==> config.mk <==
export PLATFORM = sky130hd
export DESIGN_NAME = multicycle_controller_flat
export DESIGN_NICKNAME = d
export VERILOG_FILES = /design/src/rtl/multicycle_controller_if.sv /design/src/rtl/multicycle_controller.sv /design/src/flat_wrapper.sv
export SDC_FILE = /design/constraint.sdc
export NUM_CORES = 1
export LEC_CHECK = 0
export CAP_MARGIN = 40
export CORE_ASPECT_RATIO = 1.25
export CORE_MARGIN = 2
export CORE_UTILIZATION = 63
export CTS_BUF_LIST = sky130_fd_sc_hd__clkbuf_16
export CTS_CLUSTER_SIZE = 12
export DETAILED_ROUTE_END_ITERATION = 10
export DONT_BUFFER_PORTS = 1
export PLACE_DENSITY_LB_ADDON = 0.08
export SLEW_MARGIN = 5
export SYNTH_ARGS = -nofsm -noshare
export SYNTH_HDL_FRONTEND = slang
export SYNTH_SLANG_ARGS = --single-unit
==> constraint.sdc <==
create_clock -name clk -period 5.2 [get_ports clk]
set_input_delay 1.04 -clock clk [delete_from_list [all_inputs] [get_ports clk]]
set_output_delay 1.04 -clock clk [all_outputs]
set_load 0.1 [all_outputs]
==> src/rtl/multicycle_controller_if.sv <==
// Control/status bundle between the multi-cycle controller (master) and the shared datapath (slave).
// instruction/zero/dmem_ready flow toward the controller; every strobe and select flows out.
interface multicycle_controller_if #(
  parameter int ALUOP_W = 4
);
  logic [31:0]        instruction;
  logic               zero;
  logic               dmem_ready;
  logic               pc_write;
  logic               pc_src;
  logic               ir_write;
  logic               reg_write;
  logic [1:0]         wb_sel;
  logic               alu_src_a;
  logic               alu_src_b;
  logic [ALUOP_W-1:0] alu_op;
  logic [2:0]         imm_sel;
  logic               dmem_req;
  logic               dmem_we;
  logic               halted;
  logic               fault;
  logic [31:0]        retired;

  modport master (
    input  instruction, zero, dmem_ready,
    output pc_write, pc_src, ir_write, reg_write, wb_sel, alu_src_a, alu_src_b,
           alu_op, imm_sel, dmem_req, dmem_we, halted, fault, retired
  );

  modport slave (
    output instruction, zero, dmem_ready,
    input  pc_write, pc_src, ir_write, reg_write, wb_sel, alu_src_a, alu_src_b,
           alu_op, imm_sel, dmem_req, dmem_we, halted, fault, retired
  );
endinterface

==> src/rtl/multicycle_controller.sv <==
// Multi-cycle RV32I-subset sequencer: FETCH/DECODE/EXEC/MEM/WB/HALT driving the shared datapath.
// Strobes/selects decode from the registered state plus the latched instruction.
module multicycle_controller #(
  parameter int ALUOP_W     = 4,
  parameter int MEM_TIMEOUT = 255
) (
  input  logic                     clk,
  input  logic                     reset,
  multicycle_controller_if.master  bus
);

  typedef enum logic [2:0] {
    S_FETCH  = 3'd0,
    S_DECODE = 3'd1,
    S_EXEC   = 3'd2,
    S_MEM    = 3'd3,
    S_WB     = 3'd4,
    S_HALT   = 3'd5
  } state_t;

  localparam logic [ALUOP_W-1:0] ALU_ADD  = ALUOP_W'(0);
  localparam logic [ALUOP_W-1:0] ALU_SUB  = ALUOP_W'(1);
  localparam logic [ALUOP_W-1:0] ALU_AND  = ALUOP_W'(2);
  localparam logic [ALUOP_W-1:0] ALU_OR   = ALUOP_W'(3);
  localparam logic [ALUOP_W-1:0] ALU_XOR  = ALUOP_W'(4);
  localparam logic [ALUOP_W-1:0] ALU_SLL  = ALUOP_W'(5);
  localparam logic [ALUOP_W-1:0] ALU_SRL  = ALUOP_W'(6);
  localparam logic [ALUOP_W-1:0] ALU_SRA  = ALUOP_W'(7);
  localparam logic [ALUOP_W-1:0] ALU_SLT  = ALUOP_W'(8);
  localparam logic [ALUOP_W-1:0] ALU_SLTU = ALUOP_W'(9);

  localparam logic [7:0] CNT_LAST = 8'(MEM_TIMEOUT - 1);

  state_t      state_q, state_d;
  logic [7:0]  cnt_q, cnt_d;
  logic        fault_q, fault_d;
  logic [31:0] retired_q, retired_d;

  logic [6:0] opcode;
  logic [2:0] funct3;
  logic       f7b5;
  logic       is_r, is_i, is_ld, is_st, is_br, is_jal, is_lui, is_sys, br_ok, legal;
  logic [ALUOP_W-1:0] alu_fn;

  assign opcode = bus.instruction[6:0];
  assign funct3 = bus.instruction[14:12];
  assign f7b5   = bus.instruction[30];

  assign is_r   = (opcode == 7'b0110011);
  assign is_i   = (opcode == 7'b0010011);
  assign is_ld  = (opcode == 7'b0000011);
  assign is_st  = (opcode == 7'b0100011);
  assign is_br  = (opcode == 7'b1100011);
  assign is_jal = (opcode == 7'b1101111);
  assign is_lui = (opcode == 7'b0110111);
  assign is_sys = (opcode == 7'b1110011);
  assign br_ok  = is_br && (funct3 == 3'b000 || funct3 == 3'b001);
  assign legal  = is_r || is_i || is_ld || is_st || br_ok || is_jal || is_lui;

  // funct7[5] selects SUB only for register-register; for immediates it only matters on shifts.
  always_comb begin
    alu_fn = ALU_ADD;
    case (funct3)
      3'b000:  alu_fn = (is_r && f7b5) ? ALU_SUB : ALU_ADD;
      3'b001:  alu_fn = ALU_SLL;
      3'b010:  alu_fn = ALU_SLT;
      3'b011:  alu_fn = ALU_SLTU;
      3'b100:  alu_fn = ALU_XOR;
      3'b101:  alu_fn = f7b5 ? ALU_SRA : ALU_SRL;
      3'b110:  alu_fn = ALU_OR;
      default: alu_fn = ALU_AND;
    endcase
  end

  always_comb begin
    state_d   = state_q;
    cnt_d     = cnt_q;
    fault_d   = fault_q;
    retired_d = retired_q;
    case (state_q)
      S_FETCH: state_d = S_DECODE;
      S_DECODE: begin
        if (is_sys) begin
          state_d = S_HALT;
        end else if (!legal) begin
          state_d = S_HALT;
          fault_d = 1'b1;
        end else begin
          state_d = S_EXEC;
        end
      end
      S_EXEC: begin
        cnt_d = 8'd0;
        if (is_ld || is_st) begin
          state_d = S_MEM;
        end else if (is_r || is_i || is_lui) begin
          state_d = S_WB;
        end else begin
          state_d   = S_FETCH;
          retired_d = retired_q + 32'd1;
        end
      end
      S_MEM: begin
        if (bus.dmem_ready) begin
          if (is_st) begin
            state_d   = S_FETCH;
            retired_d = retired_q + 32'd1;
          end else begin
            state_d = S_WB;
          end
        end else if (cnt_q == CNT_LAST) begin
          state_d = S_HALT;
          fault_d = 1'b1;
        end else begin
          cnt_d = cnt_q + 8'd1;
        end
      end
      S_WB: begin
        state_d   = S_FETCH;
        retired_d = retired_q + 32'd1;
      end
      default: state_d = S_HALT;
    endcase
  end

  always_ff @(posedge clk or posedge reset) begin
    if (reset) begin
      state_q   <= S_FETCH;
      cnt_q     <= 8'd0;
      fault_q   <= 1'b0;
      retired_q <= 32'd0;
    end else begin
      state_q   <= state_d;
      cnt_q     <= cnt_d;
      fault_q   <= fault_d;
      retired_q <= retired_d;
    end
  end

  logic               pc_write_c, pc_src_c, ir_write_c, reg_write_c;
  logic [1:0]         wb_sel_c;
  logic               alu_src_a_c, alu_src_b_c;
  logic [ALUOP_W-1:0] alu_op_c;
  logic [2:0]         imm_sel_c;
  logic               dmem_req_c, dmem_we_c, halted_c;

  always_comb begin
    pc_write_c  = 1'b0;
    pc_src_c    = 1'b0;
    ir_write_c  = 1'b0;
    reg_write_c = 1'b0;
    wb_sel_c    = 2'd0;
    alu_src_a_c = 1'b0;
    alu_src_b_c = 1'b0;
    alu_op_c    = ALU_ADD;
    imm_sel_c   = 3'd0;
    dmem_req_c  = 1'b0;
    dmem_we_c   = 1'b0;
    halted_c    = 1'b0;

    // ALU operands stay put through MEM/WB so the address/result remains valid downstream.
    if (state_q == S_EXEC || state_q == S_MEM || state_q == S_WB) begin
      alu_src_a_c = is_jal;
      alu_src_b_c = is_i || is_ld || is_st || is_jal || is_lui;
      if (is_r || is_i) alu_op_c = alu_fn;
      else if (is_br)   alu_op_c = ALU_SUB;
      if (is_st)        imm_sel_c = 3'd1;
      else if (is_br)   imm_sel_c = 3'd2;
      else if (is_lui)  imm_sel_c = 3'd3;
      else if (is_jal)  imm_sel_c = 3'd4;
    end

    case (state_q)
      S_FETCH: ir_write_c = 1'b1;
      S_EXEC: begin
        if (is_br) begin
          pc_write_c = 1'b1;
          pc_src_c   = funct3[0] ? !bus.zero : bus.zero;
        end else if (is_jal) begin
          pc_write_c  = 1'b1;
          pc_src_c    = 1'b1;
          reg_write_c = 1'b1;
          wb_sel_c    = 2'd2;
        end
      end
      S_MEM: begin
        dmem_req_c = 1'b1;
        dmem_we_c  = is_st;
        pc_write_c = is_st && bus.dmem_ready;
      end
      S_WB: begin
        reg_write_c = 1'b1;
        pc_write_c  = 1'b1;
        wb_sel_c    = is_ld ? 2'd1 : (is_lui ? 2'd3 : 2'd0);
      end
      S_HALT: halted_c = 1'b1;
      default: ;
    endcase
  end

  assign bus.pc_write  = pc_write_c;
  assign bus.pc_src    = pc_src_c;
  assign bus.ir_write  = ir_write_c;
  assign bus.reg_write = reg_write_c;
  assign bus.wb_sel    = wb_sel_c;
  assign bus.alu_src_a = alu_src_a_c;
  assign bus.alu_src_b = alu_src_b_c;
  assign bus.alu_op    = alu_op_c;
  assign bus.imm_sel   = imm_sel_c;
  assign bus.dmem_req  = dmem_req_c;
  assign bus.dmem_we   = dmem_we_c;
  assign bus.halted    = halted_c;
  assign bus.fault     = fault_q;
  assign bus.retired   = retired_q;

endmodule

==> src/flat_wrapper.sv <==
// flat-port wrapper written by rule: the top's interface ports become plain ports
module multicycle_controller_flat 
#(
  parameter int ALUOP_W     = 4,
  parameter int MEM_TIMEOUT = 255
)
  (clk, reset, bus_instruction, bus_zero, bus_dmem_ready, bus_pc_write, bus_pc_src, bus_ir_write, bus_reg_write, bus_wb_sel, bus_alu_src_a, bus_alu_src_b, bus_alu_op, bus_imm_sel, bus_dmem_req, bus_dmem_we, bus_halted, bus_fault, bus_retired);
  multicycle_controller_if #(.ALUOP_W(ALUOP_W)) bus_i ();
  input  logic clk;
  input  logic reset;
  input wire logic [$bits(bus_i.instruction)-1:0] bus_instruction;
  input wire logic [$bits(bus_i.zero)-1:0] bus_zero;
  input wire logic [$bits(bus_i.dmem_ready)-1:0] bus_dmem_ready;
  output wire logic [$bits(bus_i.pc_write)-1:0] bus_pc_write;
  output wire logic [$bits(bus_i.pc_src)-1:0] bus_pc_src;
  output wire logic [$bits(bus_i.ir_write)-1:0] bus_ir_write;
  output wire logic [$bits(bus_i.reg_write)-1:0] bus_reg_write;
  output wire logic [$bits(bus_i.wb_sel)-1:0] bus_wb_sel;
  output wire logic [$bits(bus_i.alu_src_a)-1:0] bus_alu_src_a;
  output wire logic [$bits(bus_i.alu_src_b)-1:0] bus_alu_src_b;
  output wire logic [$bits(bus_i.alu_op)-1:0] bus_alu_op;
  output wire logic [$bits(bus_i.imm_sel)-1:0] bus_imm_sel;
  output wire logic [$bits(bus_i.dmem_req)-1:0] bus_dmem_req;
  output wire logic [$bits(bus_i.dmem_we)-1:0] bus_dmem_we;
  output wire logic [$bits(bus_i.halted)-1:0] bus_halted;
  output wire logic [$bits(bus_i.fault)-1:0] bus_fault;
  output wire logic [$bits(bus_i.retired)-1:0] bus_retired;
  assign bus_i.instruction = bus_instruction;
  assign bus_i.zero = bus_zero;
  assign bus_i.dmem_ready = bus_dmem_ready;
  assign bus_pc_write = bus_i.pc_write;
  assign bus_pc_src = bus_i.pc_src;
  assign bus_ir_write = bus_i.ir_write;
  assign bus_reg_write = bus_i.reg_write;
  assign bus_wb_sel = bus_i.wb_sel;
  assign bus_alu_src_a = bus_i.alu_src_a;
  assign bus_alu_src_b = bus_i.alu_src_b;
  assign bus_alu_op = bus_i.alu_op;
  assign bus_imm_sel = bus_i.imm_sel;
  assign bus_dmem_req = bus_i.dmem_req;
  assign bus_dmem_we = bus_i.dmem_we;
  assign bus_halted = bus_i.halted;
  assign bus_fault = bus_i.fault;
  assign bus_retired = bus_i.retired;
  multicycle_controller #(.ALUOP_W(ALUOP_W), .MEM_TIMEOUT(MEM_TIMEOUT)) u_core (.clk(clk), .reset(reset), .bus(bus_i));
endmodule
==> results of run 1 <==
## kinds of logic after synthesis
family	after synthesis	synth area share, %
AOI/OAI and AO/OA	37	8.48
xor gates and xnor gates	37	12.8
adders and majority gates	3	1.49
buffers and inverters	18	3.32
DFF	44	43.7
muxes	1	0.397
and+or+nand+nor	135	29.8
## stage by stage
| step | setup slack, ps | instances | instance area (sq um) | hold slack, ps |
|---|---|---|---|---|
| global placement | 1460 | 331 | 2720 | 524 |
| floorplan | 399 | 275 | 2520 | 500 |
==> results.sh, run 1 <==
export IMPL_place_congestion=0.848
export IMPL_async_flop_share_pct=100
export IMPL_synth_edf_count=0
export IMPL_syn_area_per_cell_sq_um=9.17
export IMPL_die_h_um=74.7
export IMPL_yosysMostFrequentCell="dfrtp_1"
export IMPL_syn_num_nets=314
export IMPL_dpl_hpwl_um=9520
export IMPL_synth_area_sq_mm=0.00252
export IMPL_ys_flop_type="dfrtp_1"
export IMPL_synth_warnings=0
export IMPL_ys_seq_elements=44
export IMPL_yosysSeqAreaShare_pct=43.7
export IMPL_synth_top_area_share_pct=43.7
export IMPL_synthCells=275
export IMPL_io_buffer_count=0
export IMPL_std_cell_rows=25
export IMPL_toolErrorMsg="[ERROR DPL-0033] detailed placement checks failed during check placement."
export IMPL_synth_area_leaders="dfrtp_1 44%, xnor2_1 6.6%, xor2_1 6.3%"
export IMPL_initial_core_util_pct=66.1
export IMPL_die_width_um=60.6
export IMPL_ys_types=45
export IMPL_flow_stopped_at="detailed placement"
export IMPL_synthTopCellsByCount="44 x dfrtp_1, 25 x nand2_1, 23 x nor2_1"
export IMPL_synth_top_cell_by_area="dfrtp_1"
export IMPL_outcome="stopped before the end"
export IMPL_ios=87
==> inputs of run 2 (changes only) <==
--- a/config.mk
+++ b/config.mk
@@ -6,14 +6,11 @@
 export NUM_CORES = 1
 export LEC_CHECK = 0
 export CAP_MARGIN = 40
-export CORE_ASPECT_RATIO = 1.25
 export CORE_MARGIN = 2
-export CORE_UTILIZATION = 63
-export CTS_BUF_LIST = sky130_fd_sc_hd__clkbuf_16
-export CTS_CLUSTER_SIZE = 12
+export CORE_UTILIZATION = 40
 export DETAILED_ROUTE_END_ITERATION = 10
 export DONT_BUFFER_PORTS = 1
-export PLACE_DENSITY_LB_ADDON = 0.08
+export PLACE_DENSITY_LB_ADDON = 0.15
 export SLEW_MARGIN = 5
 export SYNTH_ARGS = -nofsm -noshare
 export SYNTH_HDL_FRONTEND = slang
==> results.sh, run 2 <==
export IMPL_hp_class="flip-flop to flip-flop"
export IMPL_synthCells=275
export IMPL_dpl_hpwl_um=5080
export IMPL_tightest_slew_ps=680
export IMPL_cts_tree="built"
export IMPL_std_cell_rows=28
export IMPL_insertedDiodeCount=0
export IMPL_synth_compound_area_share_pct=8.48
export IMPL_largest_register_ffs=32
export IMPL_cp_start_kind="input port"
export IMPL_p_sw_share_pct=33.1
export IMPL_ys_types=45
export IMPL_power_density_mw_per_mm2=272
export IMPL_dieArea_sq_mm=0.00696
export IMPL_cts_buffer_depth=2
export IMPL_synth_top_family_by_area="simple AND/OR/NAND/NOR gates"
export IMPL_via_count=2277
export IMPL_critPathKind="input port to primary output"
export IMPL_drv_slew=0
export IMPL_final_layout_size_suffix_gt1_share_pct=26.8
export IMPL_timing_final_crit_period_ps=3540
export IMPL_grt_max_degree=45
export IMPL_core_area_sq_mm=0.00599
export IMPL_yosysSeqAreaShare_pct=43.7
export IMPL_layout_setup_ws_ps=1660
export IMPL_postPlaceCellArea_sq_mm=0.00390
export IMPL_initialDrtViolationCount=185
export IMPL_wl_per_cell_um=16.2
export IMPL_relSlewSlack_pct=54.3
export IMPL_ys_seq_elements=44
export IMPL_synth_xor_area_share_pct=12.8
export IMPL_synthTopCellsByCount="44 x dfrtp_1, 25 x nand2_1, 23 x nor2_1"
export IMPL_met3_wirelength_um=329
export IMPL_synth_area_leaders="dfrtp_1 44%, xnor2_1 6.6%, xor2_1 6.3%"
export IMPL_critPathBufInv=1
export IMPL_cp_end_kind="primary output"
export IMPL_p_sw_uw=365
export IMPL_finalNetCount=377
export IMPL_final_cell_mix="44 x dfrtp_1, 33 x buf_16, 25 x nand2_1, 19 x xnor2_1, 19 x nor2_1"
export IMPL_cts_resized=0
export IMPL_worst_path_max_fanout=9
export IMPL_die_h_um=83.4
export IMPL_power_total_mw=1.10
export IMPL_synth_warnings=0
export IMPL_clk_pin_slew_ps=80
export IMPL_leakage_nw=1.66
export IMPL_place_congestion=0.792
export IMPL_synth_area_sq_mm=0.00252
export IMPL_ys_flop_type="dfrtp_1"
export IMPL_wl_met1_um=2840
export IMPL_yosys_area_share_simple_pct=29.8
export IMPL_cts_hold_buf=0
export IMPL_synthMuxAreaShare_pct=0.397
export IMPL_synth_top_cell_by_area="dfrtp_1"
export IMPL_clock_fmax_ghz=0.283
export IMPL_drc=0
export IMPL_cp_slowest_stage_delay_ps=570
export IMPL_async_flop_share_pct=100
export IMPL_io_buffer_count=0
export IMPL_yosysMostFrequentCell="dfrtp_1"
export IMPL_seq_power_share_pct=35.9
export IMPL_syn_num_nets=314
export IMPL_final_common_cell="dfrtp_1"
export IMPL_worstSkewPairLatency_ps=290
export IMPL_cts_inserted_buffers=5
export IMPL_power_internal_uw=739
export IMPL_grt_pass1_wl_um=11400
export IMPL_crit_family="simple AND/OR/NAND/NOR gates"
export IMPL_antenna_left=0
export IMPL_top_layer_used="met4"
export IMPL_h_tree_depth=2
export IMPL_post_route_period_util_pct=68.0
export IMPL_post_place_ws_ps=1710
export IMPL_path_cells="nand2b_1, nor3_1, o21ai_0, a21oi_2, buf_4"
export IMPL_setup_violations=0
export IMPL_post_cts_buffers=0
export IMPL_outcome="finished clean"
export IMPL_fin_setup_tns_ps=0
export IMPL_cts_sinks=44
export IMPL_rsz0062_at_grt="no"
export IMPL_peakVddDrop_uv=404
export IMPL_initial_core_util_pct=42.1
export IMPL_synth_top_area_share_pct=43.7
export IMPL_grt_pass1_vias=2339
export IMPL_synth_edf_count=0
export IMPL_overflow=0
export IMPL_antenna_found_initial=0
export IMPL_syn2layout_area_growth_pct=60.8
export IMPL_power_share_clock_pct=32.6
export IMPL_grt_total_usage_pct=19.7
export IMPL_viasPerCell=5.50
export IMPL_die_width_um=83.4
export IMPL_required_ps=4160
export IMPL_dr_pass1_iters=4
export IMPL_hold_viol_final=0
export IMPL_synthAdderAreaFrac_pct=1.49
export IMPL_ios=87
export IMPL_utilization_pct=67.7
export IMPL_pwr_share_comb_pct=31.5
export IMPL_clockRootBuffer="clkbuf_8"
export IMPL_syn_area_per_cell_sq_um=9.17
export IMPL_final_cell_area_sq_mm=0.00406
export IMPL_drt_total_wl_um=6700
export IMPL_crit_slowest_cell="nor3_1"
export IMPL_maxCapViolCount=0
export IMPL_arrival_ps=2500
export IMPL_finClkSkew_ps=4.46
export IMPL_met2_length_um=3390
[run 2: path summary, 6_finish.rpt]
kind                       slack (ps)                                  to                              start  depth (start not counted)
setup reg to reg                 2870  u_core.bus.retired[22]$_DFFE_PP0P_  u_core.bus.retired[6]$_DFFE_PP0P_                          6
min in group asynchronous         760       u_core.state_q[0]$_DFFE_PP0P_                              reset                          2
setup / recovery                 1660                          bus_pc_src                 bus_instruction[4]                          5
hold reg to reg                   550         u_core.cnt_q[0]$_DFFE_PP0P_        u_core.cnt_q[0]$_DFFE_PP0P_                          1
max in group asynchronous        4070  u_core.bus.retired[20]$_DFFE_PP0P_                              reset                          2
hold / removal                    550         u_core.cnt_q[0]$_DFFE_PP0P_        u_core.cnt_q[0]$_DFFE_PP0P_                          1
[run 2: area by class of cell]
cell class                      count  area [sq um]
Fill cell                         426          1930
Tap cell                           75          93.8
Sequential cell                    44          1100
Inverter                           10          37.5
Clock buffer                        5          68.8
Timing Repair Buffer               64          1270
Clock inverter                      3          90.1
Multi-Input combinational cell    213          1390
[run 2: power by group through the flow]
| stage | Clock (mW) | Combinational (mW) | Sequential (mW) |
|---|---|---|---|
| 2_1_floorplan | 0 | 0.0682 | 0.521 |
| 3_5_place_dp | 0 | 0.349 | 0.403 |
| 6_report | 0.359 | 0.348 | 0.396 |
| 3_3_place_gp | 0 | 0.0795 | 0.529 |
| 4_1_cts | 0.366 | 0.349 | 0.397 |
| 5_1_grt | 0.382 | 0.361 | 0.401 |
[run 2: per-stage QoR]
| step | hold slack [ps] | cells |
|---|---|---|
| floorplan | 500 | 275 |
| global placement | 522 | 354 |
| detailed placement | 547 | 406 |
| CTS | 563 | 414 |
| global route | 595 | 414 |
| finish | 550 | 414 |
[run 2: per-layer routing]
metal | up-vias | global-route usage [%]
met1 | 1091 | 24.9
li1 | 1098 | -
met2 | 74 | 33.7
met4 | 0 | 6.16
met3 | 14 | 4.27
met5 | - | 0
[run 2: cell families after synthesis]
group,after synthesis
and+or+nand+nor,135
DFF,44
AOI/OAI and AO/OA,37
xor gates and xnor gates,37
buffers and inverters,18
adders and majority gates,3
muxes,1
No activity file was read; power rests on OpenSTA's default activity.
==> inputs of run 3 (changes only) <==
==> constraint.sdc (replaced) <==
create_clock -name clk -period 2.85 [get_ports clk]
set_input_delay 0.57 -clock clk [delete_from_list [all_inputs] [get_ports clk]]
set_output_delay 0.57 -clock clk [all_outputs]
set_load 0.1 [all_outputs]
==> results.sh, run 3 (same netlist as run 2, synthesis figures left out) <==
export IMPL_outcome="finished clean"
export IMPL_finalNetCount=372
export IMPL_rsz0062_at_grt="no"
export IMPL_final_layout_size_suffix_gt1_share_pct=26.1
export IMPL_largest_register_ffs=32
export IMPL_syn2layout_area_growth_pct=32.5
export IMPL_grt_max_degree=30
export IMPL_worst_path_max_fanout=12
export IMPL_initialDrtViolationCount=110
export IMPL_final_cell_mix="51 x buf_4, 44 x dfrtp_1, 25 x nand2_1, 19 x xnor2_1, 19 x nor2_1"
export IMPL_antenna_found_initial=0
export IMPL_io_buffer_count=0
export IMPL_cts_buffer_depth=2
export IMPL_required_ps=2280
export IMPL_grt_total_usage_pct=18.0
export IMPL_cts_hold_buf=0
export IMPL_post_cts_buffers=0
export IMPL_antenna_left=0
export IMPL_peakVddDrop_uv=348
export IMPL_post_place_ws_ps=394
export IMPL_cts_inserted_buffers=5
export IMPL_setup_violations=0
export IMPL_wl_per_cell_um=14.7
export IMPL_layout_setup_ws_ps=227
export IMPL_dr_pass1_iters=4
export IMPL_r2r_slack_ps=670
export IMPL_cp_end_kind="primary output"
export IMPL_drc=0
export IMPL_h_tree_depth=2
export IMPL_place_congestion=0.807
export IMPL_leakage_nw=1.39
export IMPL_clock_fmax_ghz=0.381
export IMPL_tightest_slew_ps=500
export IMPL_dieArea_sq_mm=0.00696
export IMPL_fin_setup_tns_ps=0
export IMPL_hp_class="input port to asynchronous set/reset pin"
export IMPL_worstSkewPairLatency_ps=300
export IMPL_core_area_sq_mm=0.00599
export IMPL_die_h_um=83.4
export IMPL_clockRootBuffer="clkbuf_8"
export IMPL_power_density_mw_per_mm2=525
export IMPL_drt_total_wl_um=5990
export IMPL_timing_final_crit_period_ps=2620
export IMPL_arrival_ps=2050
export IMPL_critPathKind="flip-flop to primary output"
export IMPL_initial_core_util_pct=42.1
export IMPL_dpl_hpwl_um=4720
export IMPL_hold_viol_final=0
export IMPL_viasPerCell=5.40
export IMPL_grt_pass1_wl_um=10300
export IMPL_insertedDiodeCount=0
export IMPL_drv_slew=0
export IMPL_finClkSkew_ps=12.4
export IMPL_final_common_cell="buf_4"
export IMPL_via_count=2202
export IMPL_overflow=0
export IMPL_maxCapViolCount=0
export IMPL_grt_pass1_vias=2142
export IMPL_clk_pin_slew_ps=90
export IMPL_post_route_period_util_pct=92.0
export IMPL_cts_sinks=44
export IMPL_relSlewSlack_pct=66.4
export IMPL_die_width_um=83.4
export IMPL_ios=87
export IMPL_cts_resized=0
export IMPL_std_cell_rows=28
export IMPL_cts_tree="built"
export IMPL_cp_start_kind="flip-flop"
-- run 3: final timing paths --
check,cells after the start,start,end
max,5,u_core.state_q[1]$_DFFE_PP0P_,bus_alu_op[3]
min reg2reg,1,u_core.bus.retired[24]$_DFFE_PP0P_,u_core.bus.retired[24]$_DFFE_PP0P_
max reg2reg,6,u_core.state_q[1]$_DFFE_PP0P_,u_core.bus.retired[28]$_DFFE_PP0P_
min,1,reset,u_core.bus.retired[25]$_DFFE_PP0P_
min in group clk,2,bus_dmem_ready,u_core.state_q[0]$_DFFE_PP0P_
max in group asynchronous,2,reset,u_core.cnt_q[3]$_DFFE_PP0P_
-- run 3: report_power, final --
group | switching, mW | internal, mW | leakage, nW
registers | 0.0254 | 0.658 | 0.543
logic | 0.396 | 0.121 | 0.779
clock network | 0.208 | 0.345 | 0.0642
-- run 3: cell type report --
type / count / area, sq um
Sequential cell: 44 / 1100
Clock buffer: 5 / 68.8
Multi-Input combinational cell: 213 / 1420
Tap cell: 75 / 93.8
Inverter: 10 / 37.5
Clock inverter: 2 / 60.1
Timing Repair Buffer: 59 / 558
Fill cell: 550 / 2650
-- run 3: per-layer routing --
metal	GRT usage, %	up-vias	routed length (um)
li1	-	1085	-
met1	24.5	1042	2720
met2	28.6	70	2780
met3	5.37	5	437
met4	3.96	0	59
met5	0	-	0
-- run 3: through the flow --
stage | instance area (sq um) | hold WS [ps] | instances | utilization [%] | power (mW)
after floorplan | 2590 | 500 | 275 | - | 1.08
after global placement | 3140 | 525 | 398 | 52.4 | 1.18
after detailed placement | 3210 | 461 | 401 | 53.7 | 1.21
after CTS | 3340 | 133 | 408 | 55.8 | 1.77
after global routing | 3340 | 141 | 408 | 55.8 | 1.83
final | 3340 | 131 | 408 | 55.8 | 1.75
-- run 3: worst max-delay path: stages, from the launching register on --
cell and delay [ps]:
dfrtp_1 580, and2b_1 310, nor2_1 90, nand3b_1 310, nor3b_4 280, buf_12 200
